==> config.mk <==
export PLATFORM = sky130hd
export DESIGN_NAME = adc_spi_arbiter
export DESIGN_NICKNAME = d
export VERILOG_FILES = /design/src/rtl/adc_spi_arbiter.sv
export SDC_FILE = /design/constraint.sdc
export NUM_CORES = 1
export LEC_CHECK = 0
export CELL_PAD_IN_SITES_DETAIL_PLACEMENT = 1
export CELL_PAD_IN_SITES_GLOBAL_PLACEMENT = 1
export CORE_MARGIN = 5
export CORE_UTILIZATION = 39
export DETAILED_ROUTE_END_ITERATION = 8
export GPL_TIMING_DRIVEN = 0
export PLACE_DENSITY = 0.92
export SYNTH_ARGS = -nofsm -noshare
export SYNTH_HDL_FRONTEND = slang
export SYNTH_SLANG_ARGS = --single-unit
==> constraint.sdc <==
create_clock -name clock -period 2.9 [get_ports clock]
set_input_delay 0.58 -clock clock [delete_from_list [all_inputs] [get_ports clock]]
set_output_delay 0.58 -clock clock [all_outputs]
set_load 0.05 [all_outputs]
==> src/rtl/adc_spi_arbiter.sv <==
// ---------------------------------------------------------------------------
// adc_spi_arbiter
//
// Shares the single ADC configuration SPI port between N_REQ requesters
// (run/power-down control, coarse-gain control, init sequencer, ...).
// Each requester presents one 16-bit {addr[4:0], data[10:0]} word with a
// req/ack handshake. A round-robin arbiter picks one word at a time and a
// divided-clock serialiser sends it MSB first on SCLK/SDATA/SEN.
//
// Parameters
//   N_REQ    number of requesters (1..8)
//   CLK_DIV  clocks per SCLK half-period (1..255)
//   GAP      minimum clocks with SEN high between frames (0..255)
//
// Ports
//   clock    in   system clock, all logic on posedge
//   reset    in   asynchronous active-low reset
//   req      in   req[i]=1: requester i has a word pending
//   wr_word  in   word i = wr_word[16*i+15:16*i], stable while req[i]=1
//   ack      out  one-clock pulse: word i captured, req[i] may drop
//   busy     out  1 from grant until the inter-frame gap has expired
//   SCLK     out  SPI clock, idle high
//   SDATA    out  SPI data, MSB first, changes while SCLK rises
//   SEN      out  SPI enable, active low, idle high
// ---------------------------------------------------------------------------
module adc_spi_arbiter #(
  parameter int N_REQ   = 3,
  parameter int CLK_DIV = 1,
  parameter int GAP     = 4
) (
  input  logic                 clock,
  input  logic                 reset,
  input  logic [N_REQ-1:0]     req,
  input  logic [16*N_REQ-1:0]  wr_word,
  output logic [N_REQ-1:0]     ack,
  output logic                 busy,
  output logic                 SCLK,
  output logic                 SDATA,
  output logic                 SEN
);

  localparam int                IDX_W      = (N_REQ > 1) ? $clog2(N_REQ) : 1;
  localparam logic [7:0]        DIV_RELOAD = 8'(CLK_DIV - 1);
  localparam logic [7:0]        GAP_RELOAD = 8'(GAP - 1);
  localparam logic [IDX_W-1:0]  LAST_IDX   = IDX_W'(N_REQ - 1);

  typedef enum logic [2:0] {
    ST_IDLE,
    ST_LOAD,
    ST_HI,
    ST_LO,
    ST_END,
    ST_GAP
  } state_t;

  state_t            state;
  state_t            state_next;
  logic [IDX_W-1:0]  last_grant;
  logic [IDX_W-1:0]  grant;
  logic              grant_valid;
  logic [15:0]       grant_word;
  logic [15:0]       shreg;
  logic [3:0]        bit_cnt;
  logic [7:0]        div_cnt;
  logic              div_done;

  assign div_done = (div_cnt == 8'd0);

  // Round-robin search: start one past the last granted index and wrap, so
  // the most recently served requester is considered last.
  always_comb begin
    int idx;
    idx         = 0;
    grant_valid = 1'b0;
    grant       = '0;
    for (int k = 1; k <= N_REQ; k++) begin
      idx = int'(last_grant) + k;
      if (idx >= N_REQ) begin
        idx = idx - N_REQ;
      end
      if (!grant_valid && req[IDX_W'(idx)]) begin
        grant_valid = 1'b1;
        grant       = IDX_W'(idx);
      end
    end
  end

  // Word mux for the granted requester, written as a constant-index loop so
  // every slice is static.
  always_comb begin
    grant_word = 16'h0000;
    for (int i = 0; i < N_REQ; i++) begin
      if (grant == IDX_W'(i)) begin
        grant_word = wr_word[16*i +: 16];
      end
    end
  end

  // FSM state register.
  always_ff @(posedge clock or negedge reset) begin
    if (!reset) begin
      state <= ST_IDLE;
    end else begin
      state <= state_next;
    end
  end

  // FSM next-state logic. HI/LO/GAP leave only when the divider reaches 0.
  always_comb begin
    state_next = state;
    case (state)
      ST_IDLE: if (grant_valid) state_next = ST_LOAD;
      ST_LOAD: state_next = ST_HI;
      ST_HI:   if (div_done) state_next = ST_LO;
      ST_LO:   if (div_done) state_next = (bit_cnt == 4'd15) ? ST_END : ST_HI;
      ST_END:  state_next = (GAP > 0) ? ST_GAP : ST_IDLE;
      ST_GAP:  if (div_done) state_next = ST_IDLE;
      default: state_next = ST_IDLE;
    endcase
  end

  // Datapath and registered pin outputs. The pins are decoded from the next
  // state so they change on the same edge as the state itself: SEN falls and
  // ack rises together on entry to LOAD, SCLK is low only in LO.
  always_ff @(posedge clock or negedge reset) begin
    if (!reset) begin
      ack        <= '0;
      busy       <= 1'b0;
      SCLK       <= 1'b1;
      SDATA      <= 1'b0;
      SEN        <= 1'b1;
      last_grant <= LAST_IDX;
      shreg      <= 16'h0000;
      bit_cnt    <= 4'd0;
      div_cnt    <= 8'd0;
    end else begin
      ack  <= '0;
      busy <= (state_next != ST_IDLE);
      SEN  <= !((state_next == ST_LOAD) || (state_next == ST_HI) ||
                (state_next == ST_LO));
      SCLK <= (state_next != ST_LO);
      case (state)
        ST_IDLE: begin
          if (grant_valid) begin
            last_grant <= grant;
            shreg      <= grant_word;
            ack[grant] <= 1'b1;
          end
        end
        ST_LOAD: begin
          div_cnt <= DIV_RELOAD;
          SDATA   <= shreg[4'd15 - bit_cnt];
        end
        ST_HI: begin
          div_cnt <= div_done ? DIV_RELOAD : div_cnt - 8'd1;
        end
        ST_LO: begin
          // The next bit is driven as SCLK rises, so SDATA is stable across
          // the whole following LO phase.
          if (div_done) begin
            div_cnt <= DIV_RELOAD;
            if (bit_cnt != 4'd15) begin
              bit_cnt <= bit_cnt + 4'd1;
              SDATA   <= shreg[4'd14 - bit_cnt];
            end
          end else begin
            div_cnt <= div_cnt - 8'd1;
          end
        end
        ST_END: begin
          bit_cnt <= 4'd0;
          div_cnt <= GAP_RELOAD;
        end
        ST_GAP: begin
          div_cnt <= div_cnt - 8'd1;
        end
        default: ;
      endcase
    end
  end

endmodule

# Word-level counts from Yosys, hierarchy flattened

Index checks and enable logic that the tools add are counted.

Register bits after elaboration: 40
Bits in latches: 0
Bits in writable memories: 0
Bits in read-only memories: 0
Input port bits: 53
Memories kept: 0

Mux-type cells: 43
Eq/ne operators: 15
$add $sub $neg: 10
$mul: 0
Shifts and indexed selects: 0
Div/mod/pow operators: 0
Bitwise operators: 0
Order comparisons: 10
Reduce and logical (&&, ||, !) cells: 19

Operator list:

| kind                | number |
|---|---|
| $mux 16             | 3 |
| $pmux 8 s4          | 1 |
| $mux 3              | 7 |
| $pmux 3 s6          | 1 |
| $mux 1              | 14 |
| $eq 3x2->1 const B  | 4 |
| $lt 2x4->1 const B  | 3 |
| $mux 2              | 6 |
| $lt 4x5->1 const B  | 2 |
| $ge 3x2->1 const B  | 3 |
| $bmux 1 s4          | 2 |
| $logic_not 8->1     | 1 |
| $mux 4              | 2 |
| $mux 8              | 1 |
| $pmux 4 s2          | 1 |
| $sub 4x4->4 const A | 2 |
| $sub 8x1->8 const B | 1 |
| $add 2x2->3 const B | 2 |
| $bmux 1 s2          | 3 |
| $eq 3x1->1 const B  | 2 |
| $eq 3x3->1 const B  | 2 |
| $reduce_and 3->1    | 2 |
| $sub 2x2->2 const B | 3 |
| $add 4x1->4 const B | 1 |
| 21 further kinds    | 28 |

# Depth between registers and ports, before layout

Gate-level depths: netlist (run 1).

Depth in word-level cells: 19
Depth in mapped cells: 11
Gate-level depth less buffers: 7

# Worst setup path after synthesis (run 1)

Ideal clock, no wire load.

Kind: reg-to-reg
From: register last_grant[0]
To: register last_grant[0]
Data required time: 2.782 ns
Clock period less this slack: 2.428 ns
Arrival time: 2.310 ns
Setup time: 0.118 ns
Stages on the path, launching flop included: 11
Path slack: 0.472 ns
Path through: dfrtp_1 -> clkbuf_1 -> inv_1 -> ha_1 -> buf_6 -> mux2_4 -> a222oi_1 -> a21o_1 -> buf_4 -> nor2_1 -> a21o_1

Word-level cells in the longest chain between the ends: 14
Elaborated cells on any way between the ends: 32
Classes of those cells: add/sub (6); order compare (3); mux (18); reduce/logical (5)

Ends and longest elaborated chain:

| item                                      | line   | text |
|---|---|---|
| start: declaration                        | 58     | `logic [IDX_W-1:0] last_grant;` |
| start signal: assignment                  | 145    | `last_grant <= grant;` |
| $add 2x1->3                               | 77     | `idx = int'(last_grant) + k;` |
| $ge 3x2->1 or $sub 2x2->2 (tied branches) | 78, 79 |  |
| $mux 2                                    | 78     | `if (idx >= N_REQ) begin` |
| $bmux 1 s2                                | 81     | `if (!grant_valid && req[IDX_W'(idx)]) begin` |
| $mux 1 (not written as such) (2 in a row) | 81     |  |
| $mux 1                                    | 81     |  |
| $logic_not 1->1                           | 81     |  |
| $logic_and 1x1->1                         | 81     |  |
| $mux 1                                    | 81     |  |
| $logic_not 1->1                           | 81     |  |
| $logic_and 1x1->1                         | 81     |  |
| $mux 1                                    | 81     |  |
| $reduce_and 2->1 (no line)                | -      |  |

Parallel ways exist; a longest one is shown, timed or not. The select of a mux whose other input is x is not followed.
A chain may end at the register's enable or synchronous reset.

# Worst setup path after layout (run 1)

From: register last_grant[0]
To: register shreg[14]

Word-level cells in the longest chain between the ends: 17
Elaborated cells on any way between the ends: 38
Classes of those cells: add/sub (6); order compare (3); eq/ne (2); mux (21); reduce/logical (6)

Ends and longest elaborated chain:

| item                                      | line   | text |
|---|---|---|
| $add 2x1->3                               | 77     |  |
| $ge 3x2->1 or $sub 2x2->2 (tied branches) | 78, 79 |  |
| $mux 2                                    | 78     |  |
| $bmux 1 s2                                | 81     |  |
| $mux 1 (not written as such) (2 in a row) | 81     |  |
| $mux 1                                    | 81     |  |
| $logic_not 1->1                           | 81     |  |
| $logic_and 1x1->1                         | 81     |  |
| $mux 1                                    | 81     |  |
| $logic_not 1->1                           | 81     |  |
| $logic_and 1x1->1                         | 81     |  |
| $mux 2                                    | 81     |  |
| $logic_not 2->1                           | 93     | `if (grant == IDX_W'(i)) begin` |
| $mux 16 (3 in a row)                      | 93     |  |
| end signal: assignment                    | 146    | `shreg <= grant_word;` |
| end: declaration                          | 62     | `logic [15:0] shreg;` |

Parallel ways exist; a longest one is shown, timed or not. The select of a mux whose other input is x is not followed.

==> results of run 1 <==
synthesized netlist by cell type (5+ instances only):
library cell | count | area [um^2]
dfrtp_1 | 37 | 925.9
nand2_1 | 28 | 105.1
nor2_1 | 28 | 105.1
o31ai_1 | 16 | 120.1
a21boi_0 | 13 | 97.59
o21ai_0 | 11 | 55.05
mux4_2 | 10 | 225.2
inv_1 | 9 | 33.78
nand3b_1 | 8 | 60.06
a211oi_1 | 7 | 52.55
buf_2 | 7 | 35.03
mux2i_1 | 7 | 70.07
clkbuf_1 | 6 | 22.52
a211oi_2 | 5 | 62.56
ha_1 | 5 | 62.56
state kept, by name, summed over array words and instances (netlist names):
register    count
ack             3
shreg          16
SCLK            1
SDATA           1
last_grant      2
bit_cnt         4
SEN             1
state           3
div_cnt         8
busy            1
cell type report:
type	count	area (um^2)	area share, %
Inverter	9	33.78	0.9646
Timing Repair Buffer	60	593.1	16.93
Tap cell	80	100.1	2.858
Clock buffer	6	82.58	2.358
Multi-Input combinational cell	203	1565	44.69
Sequential cell	40	1005	28.69
Buffer	18	112.6	3.215
Clock inverter	2	10.01	0.2858
how the worst min path moves through the flow:
| stage | cells past startpoint | endpoint | slack (ns) | startpoint |
|---|---|---|---|---|
| after floorplan | 0 | SDATA | 0.28 | reset |
| after global routing | 1 | div_cnt[6] | 0.47 | reset |
| after CTS | 1 | div_cnt[6] | 0.42 | reset |
| final | 1 | div_cnt[6] | 0.39 | reset |
| after detailed placement | 2 | SDATA | 0.47 | SDATA |
| after global placement | 2 | SDATA | 0.47 | SDATA |
logic make-up (layout without fill, tap and decap cells):
logic type | count (synthesis) | count (layout) | synth area share [%]
and+or+nand+nor | 93 | 93 | 17.92
AOI/OAI and AO/OA | 80 | 80 | 23.07
DFF | 40 | 40 | 37.28
adders and majority gates | 5 | 5 | 2.321
xor gates and xnor gates | 4 | 4 | 1.300
buffers and inverters | 27 | 95 | 5.338
muxes | 21 | 21 | 12.77
layer usage:
layer	part of all wire (%)	vias up	wire, um
li1	-	1141	-
met1	42	1170	3209
met2	50	61	3771
met3	4.8	19	365
met4	3.4	0	260
met5	0	-	0
per-stage QoR:
step | setup TNS (ns) | setup slack (ns) | instances | hold WS [ns] | power [uW]
floorplan | 0 | 0.4720 | 270 | 0.2844 | 1911
global placement | 0 | 0.1268 | 409 | 0.4659 | 2209
detailed placement | -0.09681 | -0.05298 | 409 | 0.4729 | 2312
CTS | 0 | 0.01284 | 418 | 0.4174 | 2739
global route | 0 | 0.06417 | 418 | 0.4666 | 2913
finish | 0 | 0.2552 | 418 | 0.3944 | 2719
repair_timing:
action | CTS | global route
gates resized for setup | 1 | 5
pin swaps | 1 | 0
hold buffers | 0 | 0
setup endpoints to repair | 6 | 19
buffers inserted | 1 | 0
report_power, final:
group          switching, uW  internal (uW)
clock                    207            190
combinational            722            700
sequential               165            735
critical path: stages (launching register included):
cell,delay (ns)
dfrtp_1,0.37
clkbuf_2,0.20
inv_1,0.08
ha_1,0.36
buf_6,0.17
nor2_1,0.08
o221ai_4,0.30
a21boi_4,0.35
buf_2,0.28
nor2_1,0.08
o31ai_1,0.25
==> out/metrics.yaml, run 1 <==
final_layout:
  antenna_cells: 0
  fin_area_um2: 3502
  final_core_util_pct: 51.83
  syn2layout_area_growth_pct: 29.94
  fillCellCount: 763
  layout-drive-gt1-share_pct: 16.86
  layout_commonest_cell: "clkdlybuf4s50_1"
  fin_nets: 395
  mostFrequentLayoutCells: "58 x clkdlybuf4s50_1, 37 x dfrtp_1, 28 x nor2_1, 28 x nand2_1, 16 x o31ai_1"
power:
  leakage_uw: 0.001488
  powerDensity_nw_per_um2: 776.4
  peakVddDrop_mv: 0.2457
grt:
  overflow: 0
  grt_max_degree: 41
  antenna_found_initial: 0
  use_met1_pct: 21.09
  grt.total_usage_pct: 18.24
  grt_pass1_wl_mm: 12.25
  grt_pass1_vias: 2496
  grt_util_met3_pct: 4.505
  grt_use_met2_pct: 31.43
  grt_most_used_layer: "met2"
worst_setup_path:
  worstPathMaxFanout: 10
  cp-end-kind: "flip-flop"
  reg2reg_slack_ns: 0.26
  path_class: "reg -> reg"
  crit_start: "last_grant[0]"
  required_ns: 3.09
  timing.rr.end: "shreg[14]"
  r2r_start: "last_grant[0]"
  reg2regPathDepth: 10
  worstSetupStartpointType: "flip-flop"
  endpoint: "shreg[14]"
  worstPathArrival_ns: 2.84
drt:
  drc: 0
  vias_per_cell: 5.720
  drtPass1Iterations: 4
  wl_per_cell_um: 18.20
  num_vias: 2391
  wirelength_mm: 7.606
  ant_nets: 0
  first_iter_violations: 89
floorplan:
  start_util_pct: 39.89
  die_area_um2: 8673
  core.rowCount: 30
  boundaryPins: 60
  die_x_um: 93.13
  fp.coreArea_um2: 6756
  fp.dieH_um: 93.13
sta:
  finalHoldViolCount: 0
  setup_viol_count_final: 0
  rsz0062_at_grt: "false"
  final.min_clock_period_ns: 2.645
  tightest_slew_ns: 0.8952
  relSlewSlack_pct: 40.32
  fin_skew_ns: 0.006670
  maxSlewViolCount: 0
  timing.fmax_mhz: 378.1
  finalCritPeriodShare_pct: 91.20
synthesis:
  synth_area_um2: 2695
  synth_nets: 328
  synth_seq_cells: 40
  syn_inst: 270
  postSynth.asyncResetShare_pct: 100.0
  post_synth.cell_area_avg_um2: 9.982
  yosysSeqAreaShare_pct: 37.28
  ys.flop_type: "dfrtp_1"
  synth.distinct_cells: 57
  yosysWarningCount: 0
  synth-edff-count: 0
placement:
  hpwl_mm: 5.995
  dpl_cell_area_um2: 3381
  globalplace.congestion: 0.8032
  port_buffers: 59
cts:
  htreeDepth: 2
  cts_buffer_depth: 2
  clockRootBuffer: "clkbuf_8"
  cts_tree: "done"
  cts_sinks: 40
  path_clk_slew_ns: 0.08
  cts-buffers-inserted: 5
  clk_latency_ns: 0.30
status:
  status: "finished clean"
job:
  cap_violations: 0
min_path:
  min-delay-path-class: "in -> async"
(Power assumes the default switching activity.)
==> run 2, diff against run 1 <==
--- a/config.mk
+++ b/config.mk
@@ -5,6 +5,7 @@
 export SDC_FILE = /design/constraint.sdc
 export NUM_CORES = 1
 export LEC_CHECK = 0
+export CAP_MARGIN = 0
 export CELL_PAD_IN_SITES_DETAIL_PLACEMENT = 1
 export CELL_PAD_IN_SITES_GLOBAL_PLACEMENT = 1
 export CORE_MARGIN = 5
==> results of run 2 <==
The final DEF is identical to that of run 1; final timing and power are the same.
==> run 3, diff against run 2 <==
--- a/config.mk
+++ b/config.mk
@@ -9,10 +9,11 @@
 export CELL_PAD_IN_SITES_DETAIL_PLACEMENT = 1
 export CELL_PAD_IN_SITES_GLOBAL_PLACEMENT = 1
 export CORE_MARGIN = 5
-export CORE_UTILIZATION = 39
+export CORE_UTILIZATION = 40
+export CTS_BUF_LIST = sky130_fd_sc_hd__clkbuf_4
 export DETAILED_ROUTE_END_ITERATION = 8
 export GPL_TIMING_DRIVEN = 0
-export PLACE_DENSITY = 0.92
+export PLACE_DENSITY = 0.93
 export SYNTH_ARGS = -nofsm -noshare
 export SYNTH_HDL_FRONTEND = slang
 export SYNTH_SLANG_ARGS = --single-unit
==> run 3 against run 2 <==
Compared with the run above: die area decreased by 2.2%; clock skew down 0.0030 ns; combinational power is essentially flat; first-iteration DRC count is 27% lower; non-clock buffer count stayed put; hold slack worse by 0.059 ns; utilization is 0.40 points higher; via count rose by 0.29%; clock-buffer cell count is the same; sequential power hardly changed; register-to-register slack worse by 0.02 ns; critical endpoint is now shreg[9]; largest power group unchanged.
==> out/metrics.yaml, run 3 (synthesis gave the netlist of run 1 again) <==
drt:
  vias_per_cell: 5.737
  num_vias: 2398
  first_iter_violations: 65
  drc: 0
  wl_per_cell_um: 18.47
  ant_nets: 0
  drtPass1Iterations: 4
  wirelength_mm: 7.721
power:
  leakage_uw: 0.001482
  peakVddDrop_mv: 0.2387
  powerDensity_nw_per_um2: 778.8
floorplan:
  fp.dieH_um: 92.09
  core.rowCount: 30
  fp.coreArea_um2: 6681
  start_util_pct: 40.34
  boundaryPins: 60
  die_area_um2: 8480
  die_x_um: 92.09
sta:
  worst_slack_ns: 0.2339
  timing.fmax_mhz: 375.1
  fin_skew_ns: 0.003686
  final.min_clock_period_ns: 2.666
  maxSlewViolCount: 0
  finalCritPeriodShare_pct: 91.93
  finalHoldViolCount: 0
  tightest_slew_ns: 0.8891
  setup_viol_count_final: 0
  relSlewSlack_pct: 40.72
  rsz0062_at_grt: "false"
worst_setup_path:
  worstPathMaxFanout: 10
  reg2regPathDepth: 11
  worstSetupStartpointType: "flip-flop"
  required_ns: 3.16
  path_class: "reg -> reg"
  cp-end-kind: "flip-flop"
  worstPathArrival_ns: 2.92
final_layout:
  mostFrequentLayoutCells: "58 x clkdlybuf4s50_1, 37 x dfrtp_1, 28 x nor2_1, 28 x nand2_1, 16 x o31ai_1"
  fin_area_um2: 3490
  layout_commonest_cell: "clkdlybuf4s50_1"
  antenna_cells: 0
  fin_nets: 395
  largest_reg_flops: 16
  multi_input_area_um2: 1565
  syn2layout_area_growth_pct: 29.48
  regMostFlops: "shreg"
  layout-drive-gt1-share_pct: 16.86
  fillCellCount: 779
  largestRegisters: "shreg: 16 flops, div_cnt: 8 flops, bit_cnt: 4 flops"
  seq_area_um2: 1005
cts:
  cts_sinks: 40
  path_clk_slew_ns: 0.12
  postCtsHoldBufs: 0
  htreeDepth: 2
  cts_buffer_depth: 2
  clockRootBuffer: "clkbuf_4"
  clk_latency_ns: 0.35
  cts_tree: "done"
  cts-buffers-inserted: 5
grt:
  grt.total_usage_pct: 19.15
  antenna_found_initial: 0
  grt_pass1_vias: 2625
  grt_most_used_layer: "met2"
  grt_use_met2_pct: 36.68
  grt_util_met3_pct: 3.856
  overflow: 0
  grt_pass1_wl_mm: 12.97
  grt_max_degree: 41
  use_met1_pct: 21.35
job:
  cap_violations: 0
status:
  status: "finished clean"
min_path:
  min-delay-path-class: "in -> async"
placement:
  hpwl_mm: 6.123
  place_ws_ns: -0.02284
  dpl_cell_area_um2: 3381
  port_buffers: 59
  globalplace.congestion: 0.7923
==> run 3: path summary, 6_finish.rpt <==
| path | slack (ns) | from | end |
|---|---|---|---|
| setup / recovery | 0.23 | last_grant[0] | shreg[9] |
| hold / removal | 0.34 | reset | state[0] |
| setup reg to reg | 0.23 | last_grant[0] | shreg[9] |
| hold reg to reg | 0.50 | SDATA | SDATA |
| max in group asynchronous | 2.01 | reset | ack[0] |
| min in group clock | 0.50 | SDATA | SDATA |
==> run 3: area by class of cell <==
| type | instances | share of cell area [%] |
|---|---|---|
| inverter | 9 | 0.9681 |
| buffer | 18 | 3.227 |
| tap | 80 | 2.868 |
| clock buffer | 6 | 1.291 |
| sequential | 40 | 28.79 |
| multi-input combinational | 203 | 44.85 |
| timing repair buffer | 60 | 17.00 |
| clock inverter | 2 | 1.004 |
==> run 3: power by group <==
part           internal, uW  total [uW]  switching, uW
Sequential              733         898            164
Clock                   190         383            192
Combinational           702        1440            736
Total                  1630        2720           1090
==> run 3: what timing repair did <==
| action | in CTS | in global routing |
|---|---|---|
| pin swaps | 0 | 1 |
| endpoints found under the setup margin | 2 | 22 |
| buffers inserted | 0 | 1 |
| resized for setup | 1 | 5 |
| endpoints found under the hold margin | 0 | 0 |
==> run 3: worst max-delay path, cell delays in order (launching register included) <==
cell	delay, ns
dfrtp_1	0.37
clkbuf_2	0.20
inv_1	0.09
ha_1	0.36
buf_6	0.17
mux2_4	0.30
a222oi_1	0.30
buf_4	0.21
a21o_1	0.15
buf_2	0.25
nand2_1	0.10
o31ai_1	0.08
==> run 3: metrics by stage <==
| step | total power [uW] | hold WS [ns] | std cells | util, % | TNS [ns] |
|---|---|---|---|---|---|
| floorplan | 1911 | 0.2844 | 270 | - | 0 |
| global route | 2924 | 0.3908 | 418 | 52.23 | 0 |
| global placement | 2209 | 0.4694 | 409 | 50.67 | 0 |
| CTS | 2717 | 0.3583 | 417 | 51.97 | 0 |
| detailed placement | 2320 | 0.4813 | 409 | 50.60 | -0.02284 |
| finish | 2718 | 0.3355 | 418 | 52.23 | 0 |
==> run 3: layer usage <==
metal,vias to the layer above,wire [um]
met3,14,315
met5,-,0
met1,1183,3109
met4,0,122
li1,1143,-
met2,58,4173
